### config.mk
export PLATFORM = sky130hd
export DESIGN_NAME = lagarto_dcache_req_tracker_flat
export DESIGN_NICKNAME = d
export VERILOG_FILES = /design/src/rtl/lagarto_dcache_req_tracker_if.sv /design/src/rtl/lagarto_dcache_req_tracker.sv /design/src/flat_wrapper.sv
export SDC_FILE = /design/constraint.sdc
export NUM_CORES = 2
export LEC_CHECK = 0
export ABC_AREA = 1
export CORE_MARGIN = 4
export CORE_UTILIZATION = 45
export DETAILED_ROUTE_END_ITERATION = 12
export PLACE_DENSITY = 0.66
export SYNTH_ARGS = -nofsm -noshare
export SYNTH_HDL_FRONTEND = slang
export SYNTH_SLANG_ARGS = --single-unit
### constraint.sdc
create_clock -name clk_i -period 3.5 [get_ports clk_i]
set_clock_uncertainty 0.1 [all_clocks]
set_input_delay 0.7 -clock clk_i [delete_from_list [all_inputs] [get_ports clk_i]]
set_output_delay 0.7 -clock clk_i [all_outputs]
set_load 0.03 [all_outputs]
### src/rtl/lagarto_dcache_req_tracker_if.sv
// rtl/lagarto_dcache_req_tracker_if.sv - CPU-side and dcache-side signal bundle of the request tracker
interface lagarto_dcache_req_tracker_if #(
  parameter int  DEPTH  = 4,
  parameter int  ADDR_W = 64,
  parameter int  DATA_W = 64,
  localparam int ID_W   = $clog2(DEPTH)
);
  // CPU request channel
  logic                req_valid_i;
  logic                req_ready_o;
  logic                req_is_store_i;
  logic [ADDR_W-1:0]   req_addr_i;
  logic [63:0]         req_wdata_i;
  logic [1:0]          req_size_i;
  logic                kill_i;

  // dcache request channel
  logic                mem_req_valid_o;
  logic                mem_req_ready_i;
  logic [ID_W-1:0]     mem_req_id_o;
  logic [ADDR_W-1:0]   mem_req_addr_o;
  logic                mem_req_we_o;
  logic [DATA_W-1:0]   mem_req_wdata_o;
  logic [DATA_W/8-1:0] mem_req_be_o;

  // dcache response channel
  logic                mem_resp_valid_i;
  logic [ID_W-1:0]     mem_resp_id_i;
  logic [DATA_W-1:0]   mem_resp_data_i;

  // CPU retire channel
  logic                resp_valid_o;
  logic                resp_is_store_o;
  logic [63:0]         resp_data_o;
  logic [ADDR_W-1:0]   resp_addr_o;
  logic                resp_xcpt_ma_o;
  logic [ID_W:0]       occupancy_o;

  // Tracker side
  modport slave (
    input  req_valid_i, req_is_store_i, req_addr_i, req_wdata_i, req_size_i, kill_i,
    input  mem_req_ready_i, mem_resp_valid_i, mem_resp_id_i, mem_resp_data_i,
    output req_ready_o, mem_req_valid_o, mem_req_id_o, mem_req_addr_o, mem_req_we_o,
    output mem_req_wdata_o, mem_req_be_o,
    output resp_valid_o, resp_is_store_o, resp_data_o, resp_addr_o, resp_xcpt_ma_o, occupancy_o
  );

  // CPU pipeline plus dcache side
  modport master (
    output req_valid_i, req_is_store_i, req_addr_i, req_wdata_i, req_size_i, kill_i,
    output mem_req_ready_i, mem_resp_valid_i, mem_resp_id_i, mem_resp_data_i,
    input  req_ready_o, mem_req_valid_o, mem_req_id_o, mem_req_addr_o, mem_req_we_o,
    input  mem_req_wdata_o, mem_req_be_o,
    input  resp_valid_o, resp_is_store_o, resp_data_o, resp_addr_o, resp_xcpt_ma_o, occupancy_o
  );
endinterface

### src/rtl/lagarto_dcache_req_tracker.sv
// rtl/lagarto_dcache_req_tracker.sv - in-order issue, out-of-order completion, in-order retire dcache request table
module lagarto_dcache_req_tracker #(
  parameter int  DEPTH  = 4,
  parameter int  ADDR_W = 64,
  parameter int  DATA_W = 64,
  localparam int ID_W   = $clog2(DEPTH)
) (
  input logic                         clk_i,
  input logic                         rstn_i,
  lagarto_dcache_req_tracker_if.slave bus
);

  localparam int PTR_W = ID_W + 1;
  localparam int BE_W  = DATA_W / 8;
  localparam int OFF_W = $clog2(BE_W);
  localparam logic [PTR_W-1:0] DEPTH_P = PTR_W'(DEPTH);

  typedef enum logic [1:0] {FREE, PEND, ISSUED, DONE} ent_state_e;

  ent_state_e        state_q [DEPTH];
  ent_state_e        state_d [DEPTH];
  logic [DEPTH-1:0]  killed_q, killed_d;
  logic [DEPTH-1:0]  is_store_q, is_store_d;
  logic [DEPTH-1:0]  xcpt_q, xcpt_d;
  logic [ADDR_W-1:0] addr_q [DEPTH];
  logic [ADDR_W-1:0] addr_d [DEPTH];
  logic [1:0]        size_q [DEPTH];
  logic [1:0]        size_d [DEPTH];
  logic [63:0]       wdata_q [DEPTH];
  logic [63:0]       wdata_d [DEPTH];
  logic [DATA_W-1:0] rdata_q [DEPTH];
  logic [DATA_W-1:0] rdata_d [DEPTH];
  logic [PTR_W-1:0]  alloc_q, alloc_d;
  logic [PTR_W-1:0]  issue_q, issue_d;
  logic [PTR_W-1:0]  retire_q, retire_d;

  logic [ID_W-1:0]   alloc_idx, issue_idx, retire_idx;
  logic [PTR_W-1:0]  occupancy;
  logic [OFF_W-1:0]  issue_off, retire_off;
  logic              alloc_fire, misaligned, req_valid, issue_fire, issue_skip;
  logic              resp_hit, retire_fire, retire_visible;

  // Value mask covering 2^size bytes
  function automatic logic [63:0] size_mask(input logic [1:0] size);
    case (size)
      2'd0:    return 64'h0000_0000_0000_00FF;
      2'd1:    return 64'h0000_0000_0000_FFFF;
      2'd2:    return 64'h0000_0000_FFFF_FFFF;
      default: return 64'hFFFF_FFFF_FFFF_FFFF;
    endcase
  endfunction

  // Byte-enable pattern for 2^size bytes before lane shifting
  function automatic logic [7:0] byte_mask(input logic [1:0] size);
    case (size)
      2'd0:    return 8'h01;
      2'd1:    return 8'h03;
      2'd2:    return 8'h0F;
      default: return 8'hFF;
    endcase
  endfunction

  // An access is misaligned when its address is not a multiple of its size
  function automatic logic is_misaligned(input logic [2:0] addr_lo, input logic [1:0] size);
    case (size)
      2'd0:    return 1'b0;
      2'd1:    return addr_lo[0];
      2'd2:    return |addr_lo[1:0];
      default: return |addr_lo;
    endcase
  endfunction

  assign alloc_idx  = alloc_q[ID_W-1:0];
  assign issue_idx  = issue_q[ID_W-1:0];
  assign retire_idx = retire_q[ID_W-1:0];
  assign occupancy  = alloc_q - retire_q;
  assign issue_off  = addr_q[issue_idx][OFF_W-1:0];
  assign retire_off = addr_q[retire_idx][OFF_W-1:0];

  // Admission uses the registered occupancy; a retire this cycle frees its slot next cycle
  assign bus.req_ready_o = rstn_i && (occupancy < DEPTH_P) && !bus.kill_i;
  assign alloc_fire      = bus.req_valid_i && bus.req_ready_o;
  assign misaligned      = is_misaligned(bus.req_addr_i[2:0], bus.req_size_i);

  // Issue is decided from registered state; kill gates it combinationally
  assign req_valid  = (state_q[issue_idx] == PEND) && !bus.kill_i;
  assign issue_fire = req_valid && bus.mem_req_ready_i;
  // Misaligned entries are DONE at the issue pointer and are stepped over without a dcache access
  assign issue_skip = !bus.kill_i && (issue_q != alloc_q) && (state_q[issue_idx] == DONE);
  assign resp_hit   = bus.mem_resp_valid_i && (state_q[bus.mem_resp_id_i] == ISSUED);

  assign retire_fire    = (state_q[retire_idx] == DONE);
  assign retire_visible = retire_fire && !killed_q[retire_idx] && !bus.kill_i;

  assign bus.mem_req_valid_o = req_valid;
  assign bus.mem_req_id_o    = req_valid ? issue_idx : '0;
  assign bus.mem_req_addr_o  = req_valid ? addr_q[issue_idx] : '0;
  assign bus.mem_req_we_o    = req_valid && is_store_q[issue_idx];
  assign bus.mem_req_wdata_o = req_valid ? (DATA_W'(wdata_q[issue_idx]) << {issue_off, 3'b000}) : '0;
  assign bus.mem_req_be_o    = req_valid ? (BE_W'(byte_mask(size_q[issue_idx])) << issue_off) : '0;

  assign bus.resp_valid_o    = retire_visible;
  assign bus.resp_is_store_o = retire_visible && is_store_q[retire_idx];
  assign bus.resp_addr_o     = retire_visible ? addr_q[retire_idx] : '0;
  assign bus.resp_xcpt_ma_o  = retire_visible && xcpt_q[retire_idx];
  assign bus.resp_data_o     = (retire_visible && !is_store_q[retire_idx] && !xcpt_q[retire_idx]) ?
                               (64'(rdata_q[retire_idx] >> {retire_off, 3'b000}) & size_mask(size_q[retire_idx])) :
                               '0;
  assign bus.occupancy_o     = occupancy;

  // Next-state for the table and pointers: allocate, issue, respond, retire, then kill overrides
  always_comb begin
    state_d    = state_q;
    killed_d   = killed_q;
    is_store_d = is_store_q;
    xcpt_d     = xcpt_q;
    addr_d     = addr_q;
    size_d     = size_q;
    wdata_d    = wdata_q;
    rdata_d    = rdata_q;
    alloc_d    = alloc_q;
    issue_d    = issue_q;
    retire_d   = retire_q;

    if (alloc_fire) begin
      state_d[alloc_idx]    = misaligned ? DONE : PEND;
      killed_d[alloc_idx]   = 1'b0;
      is_store_d[alloc_idx] = bus.req_is_store_i;
      xcpt_d[alloc_idx]     = misaligned;
      addr_d[alloc_idx]     = bus.req_addr_i;
      size_d[alloc_idx]     = bus.req_size_i;
      wdata_d[alloc_idx]    = bus.req_wdata_i & size_mask(bus.req_size_i);
      rdata_d[alloc_idx]    = '0;
      alloc_d               = alloc_q + PTR_W'(1);
    end

    if (issue_fire) begin
      state_d[issue_idx] = is_store_q[issue_idx] ? DONE : ISSUED;
      issue_d            = issue_q + PTR_W'(1);
    end else if (issue_skip) begin
      issue_d = issue_q + PTR_W'(1);
    end

    if (resp_hit) begin
      state_d[bus.mem_resp_id_i] = DONE;
      rdata_d[bus.mem_resp_id_i] = bus.mem_resp_data_i;
    end

    if (retire_fire) begin
      state_d[retire_idx]  = FREE;
      killed_d[retire_idx] = 1'b0;
      retire_d             = retire_q + PTR_W'(1);
    end

    // Issued loads keep waiting for their response; unissued ones are finished in place
    if (bus.kill_i) begin
      for (int i = 0; i < DEPTH; i++) begin
        if (state_d[i] != FREE) begin
          killed_d[i] = 1'b1;
          if (state_d[i] == PEND) state_d[i] = DONE;
        end
      end
      issue_d = alloc_q;
    end
  end

  // Table and pointer registers with synchronous clear
  always_ff @(posedge clk_i) begin
    if (!rstn_i) begin
      for (int i = 0; i < DEPTH; i++) begin
        state_q[i] <= FREE;
        addr_q[i]  <= '0;
        size_q[i]  <= '0;
        wdata_q[i] <= '0;
        rdata_q[i] <= '0;
      end
      killed_q   <= '0;
      is_store_q <= '0;
      xcpt_q     <= '0;
      alloc_q    <= '0;
      issue_q    <= '0;
      retire_q   <= '0;
    end else begin
      state_q    <= state_d;
      addr_q     <= addr_d;
      size_q     <= size_d;
      wdata_q    <= wdata_d;
      rdata_q    <= rdata_d;
      killed_q   <= killed_d;
      is_store_q <= is_store_d;
      xcpt_q     <= xcpt_d;
      alloc_q    <= alloc_d;
      issue_q    <= issue_d;
      retire_q   <= retire_d;
    end
  end

  // A load response must name an entry that is waiting for one
  resp_targets_issued_a : assert property (@(posedge clk_i) disable iff (!rstn_i)
    bus.mem_resp_valid_i |-> (state_q[bus.mem_resp_id_i] == ISSUED));

endmodule

### src/flat_wrapper.sv
// flat-port wrapper written by rule: the top's interface ports become plain ports
module lagarto_dcache_req_tracker_flat 
#(
  parameter int  DEPTH  = 4,
  parameter int  ADDR_W = 64,
  parameter int  DATA_W = 64,
  localparam int ID_W   = $clog2(DEPTH)
)
  (clk_i, rstn_i, bus_req_valid_i, bus_req_is_store_i, bus_req_addr_i, bus_req_wdata_i, bus_req_size_i, bus_kill_i, bus_mem_req_ready_i, bus_mem_resp_valid_i, bus_mem_resp_id_i, bus_mem_resp_data_i, bus_req_ready_o, bus_mem_req_valid_o, bus_mem_req_id_o, bus_mem_req_addr_o, bus_mem_req_we_o, bus_mem_req_wdata_o, bus_mem_req_be_o, bus_resp_valid_o, bus_resp_is_store_o, bus_resp_data_o, bus_resp_addr_o, bus_resp_xcpt_ma_o, bus_occupancy_o);
  lagarto_dcache_req_tracker_if #(.DEPTH(DEPTH), .ADDR_W(ADDR_W), .DATA_W(DATA_W)) bus_i ();
  input logic clk_i;
  input logic rstn_i;
  input wire logic [$bits(bus_i.req_valid_i)-1:0] bus_req_valid_i;
  input wire logic [$bits(bus_i.req_is_store_i)-1:0] bus_req_is_store_i;
  input wire logic [$bits(bus_i.req_addr_i)-1:0] bus_req_addr_i;
  input wire logic [$bits(bus_i.req_wdata_i)-1:0] bus_req_wdata_i;
  input wire logic [$bits(bus_i.req_size_i)-1:0] bus_req_size_i;
  input wire logic [$bits(bus_i.kill_i)-1:0] bus_kill_i;
  input wire logic [$bits(bus_i.mem_req_ready_i)-1:0] bus_mem_req_ready_i;
  input wire logic [$bits(bus_i.mem_resp_valid_i)-1:0] bus_mem_resp_valid_i;
  input wire logic [$bits(bus_i.mem_resp_id_i)-1:0] bus_mem_resp_id_i;
  input wire logic [$bits(bus_i.mem_resp_data_i)-1:0] bus_mem_resp_data_i;
  output wire logic [$bits(bus_i.req_ready_o)-1:0] bus_req_ready_o;
  output wire logic [$bits(bus_i.mem_req_valid_o)-1:0] bus_mem_req_valid_o;
  output wire logic [$bits(bus_i.mem_req_id_o)-1:0] bus_mem_req_id_o;
  output wire logic [$bits(bus_i.mem_req_addr_o)-1:0] bus_mem_req_addr_o;
  output wire logic [$bits(bus_i.mem_req_we_o)-1:0] bus_mem_req_we_o;
  output wire logic [$bits(bus_i.mem_req_wdata_o)-1:0] bus_mem_req_wdata_o;
  output wire logic [$bits(bus_i.mem_req_be_o)-1:0] bus_mem_req_be_o;
  output wire logic [$bits(bus_i.resp_valid_o)-1:0] bus_resp_valid_o;
  output wire logic [$bits(bus_i.resp_is_store_o)-1:0] bus_resp_is_store_o;
  output wire logic [$bits(bus_i.resp_data_o)-1:0] bus_resp_data_o;
  output wire logic [$bits(bus_i.resp_addr_o)-1:0] bus_resp_addr_o;
  output wire logic [$bits(bus_i.resp_xcpt_ma_o)-1:0] bus_resp_xcpt_ma_o;
  output wire logic [$bits(bus_i.occupancy_o)-1:0] bus_occupancy_o;
  assign bus_i.req_valid_i = bus_req_valid_i;
  assign bus_i.req_is_store_i = bus_req_is_store_i;
  assign bus_i.req_addr_i = bus_req_addr_i;
  assign bus_i.req_wdata_i = bus_req_wdata_i;
  assign bus_i.req_size_i = bus_req_size_i;
  assign bus_i.kill_i = bus_kill_i;
  assign bus_i.mem_req_ready_i = bus_mem_req_ready_i;
  assign bus_i.mem_resp_valid_i = bus_mem_resp_valid_i;
  assign bus_i.mem_resp_id_i = bus_mem_resp_id_i;
  assign bus_i.mem_resp_data_i = bus_mem_resp_data_i;
  assign bus_req_ready_o = bus_i.req_ready_o;
  assign bus_mem_req_valid_o = bus_i.mem_req_valid_o;
  assign bus_mem_req_id_o = bus_i.mem_req_id_o;
  assign bus_mem_req_addr_o = bus_i.mem_req_addr_o;
  assign bus_mem_req_we_o = bus_i.mem_req_we_o;
  assign bus_mem_req_wdata_o = bus_i.mem_req_wdata_o;
  assign bus_mem_req_be_o = bus_i.mem_req_be_o;
  assign bus_resp_valid_o = bus_i.resp_valid_o;
  assign bus_resp_is_store_o = bus_i.resp_is_store_o;
  assign bus_resp_data_o = bus_i.resp_data_o;
  assign bus_resp_addr_o = bus_i.resp_addr_o;
  assign bus_resp_xcpt_ma_o = bus_i.resp_xcpt_ma_o;
  assign bus_occupancy_o = bus_i.occupancy_o;
  lagarto_dcache_req_tracker #(.DEPTH(DEPTH), .ADDR_W(ADDR_W), .DATA_W(DATA_W)) u_core (.clk_i(clk_i), .rstn_i(rstn_i), .bus(bus_i));
endmodule
Yosys cells after proc, flatten, opt, wreduce, memory -nomap -nowiden
Index checks and enable logic that the tools add are counted.

word-level totals
  bits in registers = 805
  bits of input ports = 203
  output and inout port bits = 275
  logic and storage cells = 209

operators by class
  add/sub/neg operators = 4
  order comparisons = 14
  equal/unequal tests = 15
  shift-type cells = 3
  muxes and demuxes = 97
  bitwise gates (word level) = 15
  reductions and logical operators = 35

operators with widths
  cell                                                                           count
  64-bit 2-to-1 mux                                                              15
  256-bit bitwise mux                                                            3
  64-bit binary-select mux with 2-bit select                                     4
  256-bit 2-to-1 mux                                                             2
  64-bit case mux with 3 select lines                                            2
  256-bit AND                                                                    1
  64-bit demux with 2-bit select                                                 2
  256-bit NOT                                                                    1
  64-bit AND                                                                     2
  64-bit by 6-bit << shifter with 64-bit output                                  1
  64-bit by 6-bit right shift with 64-bit output                                 1
  2-bit 2-to-1 mux                                                               24
  8-bit 2-to-1 mux                                                               6
  8-bit bitwise mux                                                              3
  8-bit case mux with 3 select lines                                             1
  1-bit logical AND                                                              21
  2-bit binary-select mux with 2-bit select                                      5
  2-bit demux with 2-bit select                                                  4
  2-bit by 1-bit equality test with 1-bit output (second input constant)         8
  2-bit equality test (second input constant)                                    6
  3-bit greater-or-equal comparator (second input constant)                      4
  3-bit by 1-bit less-than comparator with 1-bit output (second input constant)  4
  4-bit 2-to-1 mux                                                               3
  2-bit NOT with 3-bit output                                                    4
  other kinds (24)                                                               56

Depth between registers and ports, before layout
  depth after elaboration = 17
  depth in mapped cells = 18

Worst setup path after synthesis
No wires, ideal clock.

  kind = input to output
  from = input port bus_kill_i
  to = output port bus_mem_req_wdata_o[37]
  data arrival time = 2.721 ns
  setup slack = -0.021 ns
  stages = 8
  cells stage by stage = inv_1 nand2_1 nor2_2 inv_2 nor2_1 inv_1 buf_2 o31ai_1

between the ends
  cells in the longest elaborated chain, start to end = 3

ends and longest elaborated chain
  element            RTL line                          RTL
  start, declared    flat_wrapper.sv:18                input wire logic [$bits(bus_i.kill_i)-1:0] bus_kill_i;
  1-bit zero test    lagarto_dcache_req_tracker.sv:86  assign req_valid = (state_q[issue_idx] == PEND) && !bus.kill_i;
  1-bit logical AND  lagarto_dcache_req_tracker.sv:86
  64-bit 2-to-1 mux  lagarto_dcache_req_tracker.sv:99  assign bus.mem_req_wdata_o = req_valid ? (DATA_W'(wdata_q[issue_idx]) << {issue_off, 3'b000}) : '0;
  end, declared      flat_wrapper.sv:28                output wire logic [$bits(bus_i.mem_req_wdata_o)-1:0] bus_mem_req_wdata_o;

No other way between the ends.

Worst setup path after layout
  from = register u_core.retire_q[0]
  to = output port bus_resp_data_o[27]

between the ends
  cells in the longest elaborated chain, start to end = 10
  elaborated cells between the ends (all ways) = 34

ends and longest elaborated chain
  element                                                                                             RTL line                           RTL
  start, declared                                                                                     lagarto_dcache_req_tracker.sv:35   logic [PTR_W-1:0] retire_q, retire_d;
  start signal, assigned                                                                              lagarto_dcache_req_tracker.sv:194  retire_q <= retire_d;
  parallel branches: the longest is 9 deep, another holds 64-bit binary-select mux with 2-bit select  -
  64-bit 2-to-1 mux (*)                                                                               lagarto_dcache_req_tracker.sv:106  assign bus.resp_data_o = (retire_visible && !is_store_q[retire_idx] && !xcpt_q[retire_idx]) ?
  end, declared                                                                                       flat_wrapper.sv:32                 output wire logic [$bits(bus_i.resp_data_o)-1:0] bus_resp_data_o;

Mark *: on every way between the ends. The select of a mux whose other input is x is not followed.

==> metrics.cfg <==
[outcome]
outcome=finished, violations left
failed_checks=setup timing

[power]
clockPowerShare=0.421
intPower_mw=16.5
total_power_mw=23.3
p_sw_frac=0.292
powerDensity_nw_per_um2=444
power.switching_mw=6.78
combPwrFrac=0.174
ir_worst_vdd_mv=0.360
leakage_nw=19.3
seq_power_share=0.405

[drt]
drtIter0Drc=5338
ant_nets=0
first_pass_iters=6
vias=44785
routed_via_density=5.91
post-route-drc-count=0
wl_per_cell_microns=21.6
wl_mm=164

[worst_hold_path]
holdCritPathClass=in2reg

[floorplanning]
design.core.area_sq_um=88600
io_pins=478
fp-row-count=109
start_util=0.455
die_h_microns=307
die_area_sq_um=94500
dieWidth_microns=307

[cells_and_area]
syn2layout_area_growth_pct=29.9
mostFrequentLayoutCells=1701 x nand2_1, 1053 x a21oi_1, 801 x dfxtp_1
multi_input_area_sq_um=22400
final_cell_area_sq_um=52400
postLayoutCoreUtil=0.591
final_common_cell=nand2_1
stdcell_count=7579
layout-drive-gt1-share=0.150
fillers=8352
regArea_sq_um=16100
nets=6533

[critical_path]
reg2reg_slack_ps=390
reg2reg_depth=14
end_kind=output port
crit_path_max_fanout=21
arrival_ps=2890
cp.required_ps=2700
criticalPathCategory=reg2out
crit_end=bus_resp_data_o[27]
regToRegStartpoint=u_core.retire_q[0]
reg2reg_to=u_core.killed_q[3]
start_kind=register
critPathLaunch=u_core.retire_q[0]

[synth]
syn-mean-instance-area_sq_um=6.68
ys_ff_latch=805
async_reset_ff_frac=0
yosys_warnings=0
yosysSeqAreaShare=0.400
synth_edf_count=0
ys_types=51
netlist_instances=6034
yosys_most_used_dff=dfxtp_1
netlist_area_sq_um=40300
syn_nets=6251

[global_routing]
antenna_found_initial=29
grt_busiest_layer=met2
use_met1=0.433
grt_max_degree=264
grt_use_met3=0.0607
grt_pass1_vias=40454
grt.total_usage=0.326
grt_util_met2=0.515
overflow=0
grt_pass1_wl_mm=245

[sta]
max_freq_mhz=271
tightest_slew_ps=1240
rsz0062_at_grt=true
slew_viol_final=0
hold_viol_final=0
max_slew_margin=0.172
min_period_ps=3690
setup_viol=173
min_period_over_period=1.05
fin_ws_ps=-190

[place]
placed_area_sq_um=46100
io_buffers=477
routabilityCongestion=0.940
dp_cells=7305
post-dp-hpwl_mm=97.0

[clock_tree]
cts_sinks=805
insertion_delay_ps=670
numCtsBuffers=91
cts_tree=yes
clk_pin_slew_ps=60
root_buffer=clkbuf_16
cts_buffer_depth=3
htreeDepth=3

[flow_run]
maxCapViolations=0

Yosys cell counts (2+ instances only):
master,number,area [sq um]
a21oi_1,1075,5380
o211ai_1,26,195
ha_1,13,163
dfxtp_1,805,16100
o221ai_1,8,70.1
or2_2,2,12.5
o22a_1,19,166
nor2_1,387,1450
buf_6,7,78.8
a32oi_1,3,26.3
nand2_1,1734,6510
inv_2,13,48.8
o21ai_1,9,45.0
nand4_1,17,106
a21boi_0,2,15.0
nor2_2,2,12.5
a221oi_1,122,1070
or2_1,4,25.0
nand3_1,158,791
a32oi_4,2,55.1
nor3_2,12,120
xor2_1,3,26.3
mux2i_1,12,120
o31ai_1,10,75.1
buf_4,24,180
nand2_2,2,12.5
nand3_2,2,20.0
a31oi_1,10,62.6
inv_1,178,668
buf_1,45,169
nor2_4,3,33.8
o21a_1,2,15.0
o22ai_1,28,175
a211oi_1,2,15.0
buf_2,202,1010
nor3_1,2,10.0
inv_4,3,18.8
a32o_1,17,170
clkbuf_1,271,1020
o21ai_0,787,3940
cell type report:
| type | instances | area share |
|---|---|---|
| sequential | 805 | 0.308 |
| timing repair buffer | 736 | 0.162 |
| tap | 1165 | 0.0278 |
| clock inverter | 37 | 0.00867 |
| antenna | 25 | 0.00119 |
| clock buffer | 129 | 0.0493 |
| multi-input combinational | 4485 | 0.427 |
| timing repair inverter | 2 | 0.000287 |
| inverter | 195 | 0.0160 |
state kept, by name, indices dropped and copies added (netlist names):
name,cells
u_core.addr_q,256
u_core.rdata_q,256
u_core.wdata_q,256
u_core.size_q,8
u_core.state_q,8
u_core.is_store_q,4
u_core.killed_q,4
u_core.xcpt_q,4
u_core.alloc_q,3
u_core.issue_q,3
u_core.retire_q,3
stage by stage:
stage | setup slack (ps) | hold slack (ps) | setup TNS, ps
2_1_floorplan | 10.9 | 321 | 0
3_3_place_gp | -17.9 | 333 | -104
3_5_place_dp | -91.4 | 341 | -909
4_1_cts | -194 | 198 | -7360
5_1_grt | -260 | 241 | -29300
6_report | -190 | 232 | -10200
worst max-delay path: stages, from the launching register on:
cell and delay (ps):
dfxtp_4 480, inv_16 130, o21ai_4 190, nand2_4 140
buf_12 170, buf_16 150, or2_4 300, o21ai_1 130
nand2_1 70, a21oi_1 140, buf_4 170, buf_12 120
power by group through the flow:
| stage | Combinational, mW | Sequential [mW] | Clock, mW |
|---|---|---|---|
| after floorplan | 1.97 | 9.58 | 0 |
| after global placement | 3.37 | 9.61 | 0 |
| after detailed placement | 3.36 | 9.61 | 0 |
| after CTS | 3.87 | 9.41 | 9.90 |
| after global routing | 4.30 | 9.43 | 10.3 |
| final | 4.06 | 9.42 | 9.78 |
cell families (layout without fill, tap and decap cells):
family          after synthesis  after routing  share of synthesized area
xor+xnor                      3              3                   0.000652
mux                          12             12                    0.00298
simple gates               2328           2328                      0.227
fa+ha+maj                    14             14                    0.00453
compound gates             2128           2128                      0.286
flops                       805            805                      0.400
other cells                   0             25                          0
buf+inv                     744           1099                     0.0793
worst min-delay path by stage:
stage,start,to,slack (ps),depth (start not counted)
floorplan,u_core.wdata_q[201],u_core.wdata_q[201],320,2
global placement,u_core.wdata_q[201],u_core.wdata_q[201],330,2
detailed placement,u_core.wdata_q[201],u_core.wdata_q[201],340,2
CTS,rstn_i,u_core.wdata_q[120],200,3
global route,rstn_i,u_core.wdata_q[120],240,3
finish,rstn_i,u_core.wdata_q[120],230,3
layer usage:
metal	vias up	wire length, microns
li1	20999	-
met5	-	55
met3	438	15200
met2	2369	74500
met4	8	7950
met1	20971	66100
repair_timing:
item,4_1_cts,5_1_grt
setup buffers,38,11
setup endpoints to repair,269,260
pin swaps,29,15
hold buffers,0,0
resized for setup,359,87
cloned,29,5
Power figures use the tool's default switching activity.
